--- config.mk ---
export PLATFORM = sky130hd
export DESIGN_NAME = counter_share_sched
export DESIGN_NICKNAME = d
export VERILOG_FILES = /design/src/rtl/counter_share_sched.sv
export SDC_FILE = /design/constraint.sdc
export NUM_CORES = 1
export LEC_CHECK = 0
export CAP_MARGIN = 30
export CORE_MARGIN = 4
export CORE_UTILIZATION = 30
export CTS_BUF_LIST = sky130_fd_sc_hd__clkbuf_16
export DETAILED_ROUTE_END_ITERATION = 7
export SLEW_MARGIN = 20
export SYNTH_ARGS = -nofsm -noshare
export SYNTH_HDL_FRONTEND = slang
export SYNTH_SLANG_ARGS = --single-unit
export TNS_END_PERCENT = 1
--- constraint.sdc ---
create_clock -name clk -period 5.6 [get_ports clk]
set_input_delay 1.12 -clock clk [delete_from_list [all_inputs] [get_ports clk]]
set_output_delay 1.12 -clock clk [all_outputs]
set_load 0.05 [all_outputs]
--- src/rtl/counter_share_sched.sv ---
// Round-robin scheduler sharing one loadable W-bit up/down terminal-count counter
// among N requesters: grant, load, count on ce, pulse done at terminal count.
module counter_share_sched #(
    parameter int N = 4,
    parameter int W = 4,
    localparam int CW = (N > 1) ? $clog2(N) : 1
) (
    input  logic           clk,
    input  logic           clr_n,
    input  logic           ce,
    input  logic [N-1:0]   req,
    input  logic [N*W-1:0] len,
    input  logic [N-1:0]   dir,
    output logic [N-1:0]   gnt,
    output logic [N-1:0]   done,
    output logic           busy,
    output logic [W-1:0]   q,
    output logic           tc,
    output logic [CW-1:0]  cur,
    output logic [1:0]     dbg_state
);

    localparam logic [1:0] S_IDLE  = 2'd0;
    localparam logic [1:0] S_COUNT = 2'd1;
    localparam logic [1:0] S_DONE  = 2'd2;

    // Handshake: req is a level held by the client until done or abort;
    // gnt/done are registered and one-hot; dropping req[cur] in COUNT aborts.

    logic [1:0]    state;
    logic [CW-1:0] ptr;
    logic          cur_up;

    logic [W-1:0]  len_arr [N];
    logic          win_found;
    logic [CW-1:0] win_idx;
    logic [CW:0]   scan;
    logic [W-1:0]  win_len;
    logic [CW-1:0] ptr_next;
    logic [N-1:0]  one_n;

    assign one_n = N'(1);

    always_comb begin
        for (int i = 0; i < N; i++) begin
            len_arr[i] = len[i*W +: W];
        end
    end

    // Scan ptr, ptr+1, ... with wrap; first set request wins.
    always_comb begin
        win_found = 1'b0;
        win_idx   = '0;
        scan      = '0;
        for (int k = 0; k < N; k++) begin
            scan = {1'b0, ptr} + (CW+1)'(k);
            if (scan >= (CW+1)'(N)) begin
                scan = scan - (CW+1)'(N);
            end
            if (!win_found && req[scan[CW-1:0]]) begin
                win_found = 1'b1;
                win_idx   = scan[CW-1:0];
            end
        end
    end

    assign win_len  = len_arr[win_idx];
    assign ptr_next = (win_idx == CW'(N-1)) ? '0 : win_idx + CW'(1);

    assign tc        = cur_up ? (q == {W{1'b1}}) : (q == '0);
    assign busy      = (state == S_COUNT) || (state == S_DONE);
    assign dbg_state = state;

    always_ff @(posedge clk) begin
        if (!clr_n) begin
            state  <= S_IDLE;
            gnt    <= '0;
            done   <= '0;
            q      <= '0;
            cur    <= '0;
            ptr    <= '0;
            cur_up <= 1'b0;
        end else begin
            case (state)
                S_IDLE: begin
                    done <= '0;
                    if (win_found) begin
                        state  <= S_COUNT;
                        gnt    <= one_n << win_idx;
                        cur    <= win_idx;
                        cur_up <= dir[win_idx];
                        // Up intervals start so that len+1 ticks land exactly on all-ones.
                        q      <= dir[win_idx] ? ({W{1'b1}} - win_len) : win_len;
                        ptr    <= ptr_next;
                    end
                end
                S_COUNT: begin
                    if (!req[cur]) begin
                        state <= S_IDLE;
                        gnt   <= '0;
                    end else if (ce) begin
                        if (tc) begin
                            state <= S_DONE;
                            gnt   <= '0;
                            done  <= one_n << cur;
                        end else begin
                            q <= cur_up ? q + W'(1) : q - W'(1);
                        end
                    end
                end
                S_DONE: begin
                    state <= S_IDLE;
                    done  <= '0;
                end
                default: begin
                    state <= S_IDLE;
                    gnt   <= '0;
                    done  <= '0;
                end
            endcase
        end
    end

endmodule

### Word level (Yosys, flattened, before mapping)

Index checks and enable logic that the tools add are counted.

* muxes and demuxes: 46
* reduce and logical (&&, ||, !) cells: 16
* $lt $le $gt $ge: 11
* $add $sub $neg: 11
* equal/unequal tests: 10
* shifts and indexed selects: 2
* bitwise gates (word level): 2

Operators with widths (number)
* two-way mux 4 bit: 12
* two-way mux 2 bit: 13
* less-than comparator 2 x 3 -> 1 bit (second input constant): 6
* binary-select mux 1 bit (select 2 bit): 6
* greater-or-equal comparator 3 bit (second input constant): 4
* case mux 4 bit (3 select lines): 1
* two-way mux 1 bit: 11
* binary-select mux 4 bit (select 2 bit): 1
* case mux 4 bit (2 select lines): 1
* << shifter 1 x 2 -> 4 bit (first input constant): 2
* subtractor 2 x 1 -> 2 bit (second input constant): 4
* adder 2 x 2 -> 3 bit (second input constant): 2
* != test 2 bit (second input constant): 3
* != test 3 bit (second input constant): 2
* AND reduction 3 bit: 2
* AND reduction 5 bit: 1
* adder 4 x 1 -> 4 bit (second input constant): 1
* equality test 2 bit (second input constant): 2
* equality test 4 bit (second input constant): 1
* zero test 4 bit: 1
* case mux 2 bit (2 select lines): 1
* AND reduction 2 bit: 2
* AND reduction 4 bit: 1
* subtractor 4 x 1 -> 4 bit (second input constant): 1
* 13 further kinds: 17

* logic and storage cells: 105
* register bits after elaboration: 19
* output and inout port bits: 18

### Depth between registers and ports, before layout

* depth in word-level cells: 22
* gate-level depth with buffers: 9
* gate-level depth less buffers: 8

### Worst setup path before layout

No wires, ideal clock.

* path type: register to output
* start point: register q[3]
* end point: output port tc
* cell stages (with the launch flop): 3
* data required time: 4.480 ns
* path slack: 2.601 ns
* arrival: 1.879 ns
* buffers on the path: 0
* path through: dfxtp_1 > or4_1 > mux2i_1

* longest elaborated chain between the ends: 2
* elaborated cells on any way between the ends: 3
* classes of those cells: 1 x eq/ne; 1 x mux; 1 x reduce/logical

Ends and longest elaborated chain
* start, declared: line 17 `output logic [W-1:0] q,`
* start signal, assigned: line 93 `q <= dir[win_idx] ? ({W{1'b1}} - win_len) : win_len;`
* start signal, assigned: line 107 `q <= cur_up ? q + W'(1) : q - W'(1);`
* equality test 4 bit / zero test 4 bit (equally long branches): line 70 `assign tc = cur_up ? (q == {W{1'b1}}) : (q == '0);`
* two-way mux 1 bit *: line 70
* end, declared: line 18 `output logic tc,`

Mark *: on every way between the ends. The rest lies on a longest branch, timed or not.

### Final worst setup path

* start point: input port req[3]
* end point: register q[1]

* longest elaborated chain between the ends: 20
* elaborated cells on any way between the ends: 37
* classes of those cells: 1 x add/sub; 2 x eq/ne; 26 x mux; 1 x bitwise; 7 x reduce/logical

Ends and longest elaborated chain
* start, declared: line 11 `input logic [N-1:0] req,`
* binary-select mux 1 bit (select 2 bit): line 60 `if (!win_found && req[scan[CW-1:0]]) begin`
* two-way mux 1 bit (not written as such): line 60
* two-way mux 1 bit: line 60
* zero test 1 bit: line 60
* logical AND 1 bit: line 60
* two-way mux 1 bit: line 60
* zero test 1 bit: line 60
* logical AND 1 bit: line 60
* (+3 left out)
* two-way mux 2 bit: line 60
* NOT 2 -> 3 bit (not written as such): line 67 `assign win_len = len_arr[win_idx];`
* binary-select mux 4 bit (select 2 bit): line 67
* two-way mux 4 bit (not written as such) (2 in series): line 67
* subtractor 4 bit: line 93
* two-way mux 4 bit: line 93
* two-way mux 4 bit: line 87 `if (win_found) begin`
* case mux 4 bit (2 select lines): line 84 `case (state)`

Parallel ways exist; a longest one is shown, timed or not. The select of a mux whose other input is x is not followed.
A chain may end at the register's enable or synchronous reset.

==> impl_metrics.tcl <==
set metrics [dict create \
    max_cap_viol_count 0 \
    critPathMaxFanout 7 \
    yosysWarnings 0 \
    p_sw_mw 0.430 \
    setup_viol 0 \
    dp_hpwl_mm 2.81 \
    grt_max_degree 19 \
    hold_class "reg -> reg" \
    clock-root-buffer "clkbuf_16" \
    crit_top_cell "nor2b_1" \
    coreArea_um2 4690 \
    slew_viol_final 0 \
    post_cts_resized 0 \
    pin_count 45 \
    reg2reg_to "gnt[0]$_SDFFE_PN0P_" \
    antenna_cells 0 \
    yosysSeqAreaShare_pct 26.2 \
    rr_startpoint "cur_up$_SDFFE_PN0P_" \
    power.density_nw_per_um2 467 \
    grt_overflow 0 \
    grt_pass1_vias 1279 \
    post-route-util_pct 42.5 \
    avgSynthCellArea_um2 8.40 \
    required_ns 5.71 \
    finalWirelength_mm 3.65 \
    io_buffer_count 44 \
    insertion_delay_ns 0.25 \
    yosysUniqueCellTypes 48 \
    holdPathStages 2 \
    wl_per_cell_um 13.7 \
    netlist_area_um2 1450 \
    area_growth_pct 37.3 \
    timing.fmax_mhz 295 \
    crit_arrival_ns 3.50 \
    num_vias 1330 \
    period_needed_ns 3.39 \
    start_kind "input port" \
    initial_utilization_pct 31.0 \
    cts_num_sinks 19 \
    die_width_um 77.6 \
    cts_max_level 1 \
    power.leakage_nw 0.753 \
    rsz0062_at_grt "false" \
    gp_congestion 0.785 \
    post_cts_buffers 0 \
    tightest_slew_ns 0.627 \
    via_per_inst 4.98 \
    worst_path_max_delay_cell "or4b_1" \
    finalCritPeriodShare_pct 60.5 \
    netSwitchingFraction_pct 46.1 \
    skew_ns 0.00244 \
    reg2regPathDepth 7 \
    p_clk_share_pct 16.0 \
    antenna_found_initial 0 \
    ir_drop_v 0.000150 \
    numCtsBuffers 3 \
    drc 0 \
    path_clk_slew_ns 0.06 \
    fin_tns_setup_ns 0 \
    die_area_um2 6020 \
    power_frac_comb_pct 61.0 \
    cts_tree "yes" \
    drtIter0Drc 52 \
    status "finished clean" \
    clock_path_buffers 2 \
    grtUsageTotal_pct 12.3 \
    dr.pass1.iters 4 \
    syn_inst 173 \
    hold_viol 0 \
    ys_ff_latch 19 \
    max-slew-margin-rel_pct 58.2 \
    power.internal_mw 0.502 \
    grt_pass1_wl_mm 6.06 \
    critPathLaunch "req[3]" \
    die_y_um 77.6 \
    worst-setup-path-type "in -> reg" \
    pwr-share-seq_pct 23.0 \
    antenna_left 0 \
    syn_nets 210 \
    drive_above_1_share_pct 7.51 \
    rows 25 \
    r2r_setup_slack_ns 3.27 \
    crit_path_cell_trace "clkdlybuf4s50_1, nor2b_1, or4b_1, a21bo_1, a32oi_4, nor2b_1, mux2_2, o22ai_2" \
    end_kind "register" \
    crit_end "q[1]$_SDFFE_PN0P_" \
    crit_path_max_incr_delay_ns 0.65 \
    holdBufCountCts 0 \
    nets 251 \
]
critical path: cells and delay by family:
| kind | cells | cell delay, ns |
|---|---|---|
| and+or+nand+nor | 3 | 0.94 |
| AOI/OAI and AO/OA | 3 | 0.66 |
| buffers and inverters | 1 | 0.59 |
| muxes | 1 | 0.18 |
synthesized netlist by cell type, drive strengths merged:
cell type | instances | area, um^2
nand3 | 10 | 50.1
nand2b | 5 | 31.3
clkbuf | 4 | 16.3
nand4 | 2 | 12.5
a221oi | 2 | 17.5
and2 | 3 | 18.8
a21oi | 12 | 60.1
and2b | 1 | 10.0
mux4 | 1 | 22.5
a21o | 1 | 7.51
nor4 | 3 | 18.8
or4 | 2 | 18.8
o22ai | 2 | 18.8
fa | 1 | 20.0
a211oi | 1 | 7.51
inv | 7 | 26.3
ha | 9 | 113
nand4b | 2 | 17.5
o21bai | 1 | 7.51
a21bo | 2 | 20.0
a32oi | 2 | 36.3
nor2 | 11 | 46.3
nor3 | 2 | 10.0
o221ai | 1 | 8.76
a21boi | 5 | 37.5
buf | 4 | 28.8
xor2 | 1 | 8.76
a211o | 1 | 8.76
mux2i | 12 | 120
o221a | 1 | 11.3
o21ai | 1 | 5.00
nor2b | 10 | 65.1
or3 | 3 | 18.8
xnor2 | 4 | 35.0
or4b | 1 | 10.0
nand2 | 22 | 85.1
dfxtp | 19 | 380
mux2 | 2 | 22.5
power by group through the flow:
stage,Clock (mW),Sequential (mW),Combinational (mW)
final,0.149,0.215,0.568
after global routing,0.157,0.224,0.618
after CTS,0.150,0.216,0.572
after detailed placement,0,0.218,0.565
after global placement,0,0.218,0.565
after floorplan,0,0.291,0.352
sequential cells by signal (all words and copies together) (netlist names):
signal     cells
cur            2
dbg_state      2
cur_up         1
gnt            4
done           4
ptr            2
q              4
layout by cell type, fill, tap and decap left out, types with 2 or more instances in the layout:
cell,instances
nor2_1,9
xnor2_1,4
nor2b_1,9
nand2_1,21
and2_1,3
clkbuf_16,3
or3_1,3
mux2i_1,12
inv_1,8
a21oi_1,12
nor4_1,3
nand3_1,10
a21boi_1,5
a221oi_1,2
mux2_2,2
dfxtp_1,19
nand2b_1,5
nor2_2,2
nor3_1,2
nand4b_1,2
clkdlybuf4s50_1,44
ha_1,9
nand4_1,2
through the flow:
step                      total power [mW]  cell area [um^2]  hold WS [ns]  setup slack, ns  std cells
final                                0.931              1990         0.446             2.21        267
after floorplan                      0.644              1450         0.512             2.60        173
after global placement               0.783              1920         0.442             2.01        263
after detailed placement             0.783              1920         0.442             1.96        263
after global routing                 0.999              1990         0.468             2.06        267
after CTS                            0.937              1990         0.450             2.20        267
layout make-up:
type,count,area (um^2)
fillers,481,2700
multi-input cells,139,1000
repair buffers,44,440
flip-flops and latches,19,380
clock buffers,3,75.1
well taps,54,67.6
inverters,7,26.3
clock inverters,1,3.75
worst min-delay path by stage:
stage | start | endpoint
3_3_place_gp | gnt[0]$_SDFFE_PN0P_ | gnt[0]$_SDFFE_PN0P_
3_5_place_dp | gnt[2]$_SDFFE_PN0P_ | gnt[2]$_SDFFE_PN0P_
2_1_floorplan | ptr[0]$_SDFFE_PN0P_ | ptr[0]$_SDFFE_PN0P_
4_1_cts | gnt[2]$_SDFFE_PN0P_ | gnt[2]$_SDFFE_PN0P_
5_1_grt | gnt[2]$_SDFFE_PN0P_ | gnt[2]$_SDFFE_PN0P_
6_report | gnt[2]$_SDFFE_PN0P_ | gnt[2]$_SDFFE_PN0P_
cell families after synthesis:
logic type                 synth area share, %
and+or+nand+nor                           28.4
AOI/OAI and AO/OA                         17.0
DFF                                       26.2
buffers and inverters                     4.91
muxes                                     11.4
adders and majority gates                 9.13
xor gates and xnor gates                  3.01
routing by layer:
layer | vias up | global-route usage, % | wire [um]
li1 | 691 | - | -
met1 | 609 | 16.3 | 1780
met2 | 26 | 19.9 | 1700
met3 | 4 | 1.97 | 108
met4 | 0 | 4.80 | 61
met5 | - | 0 | 0
No activity file was read; power rests on OpenSTA's default activity.
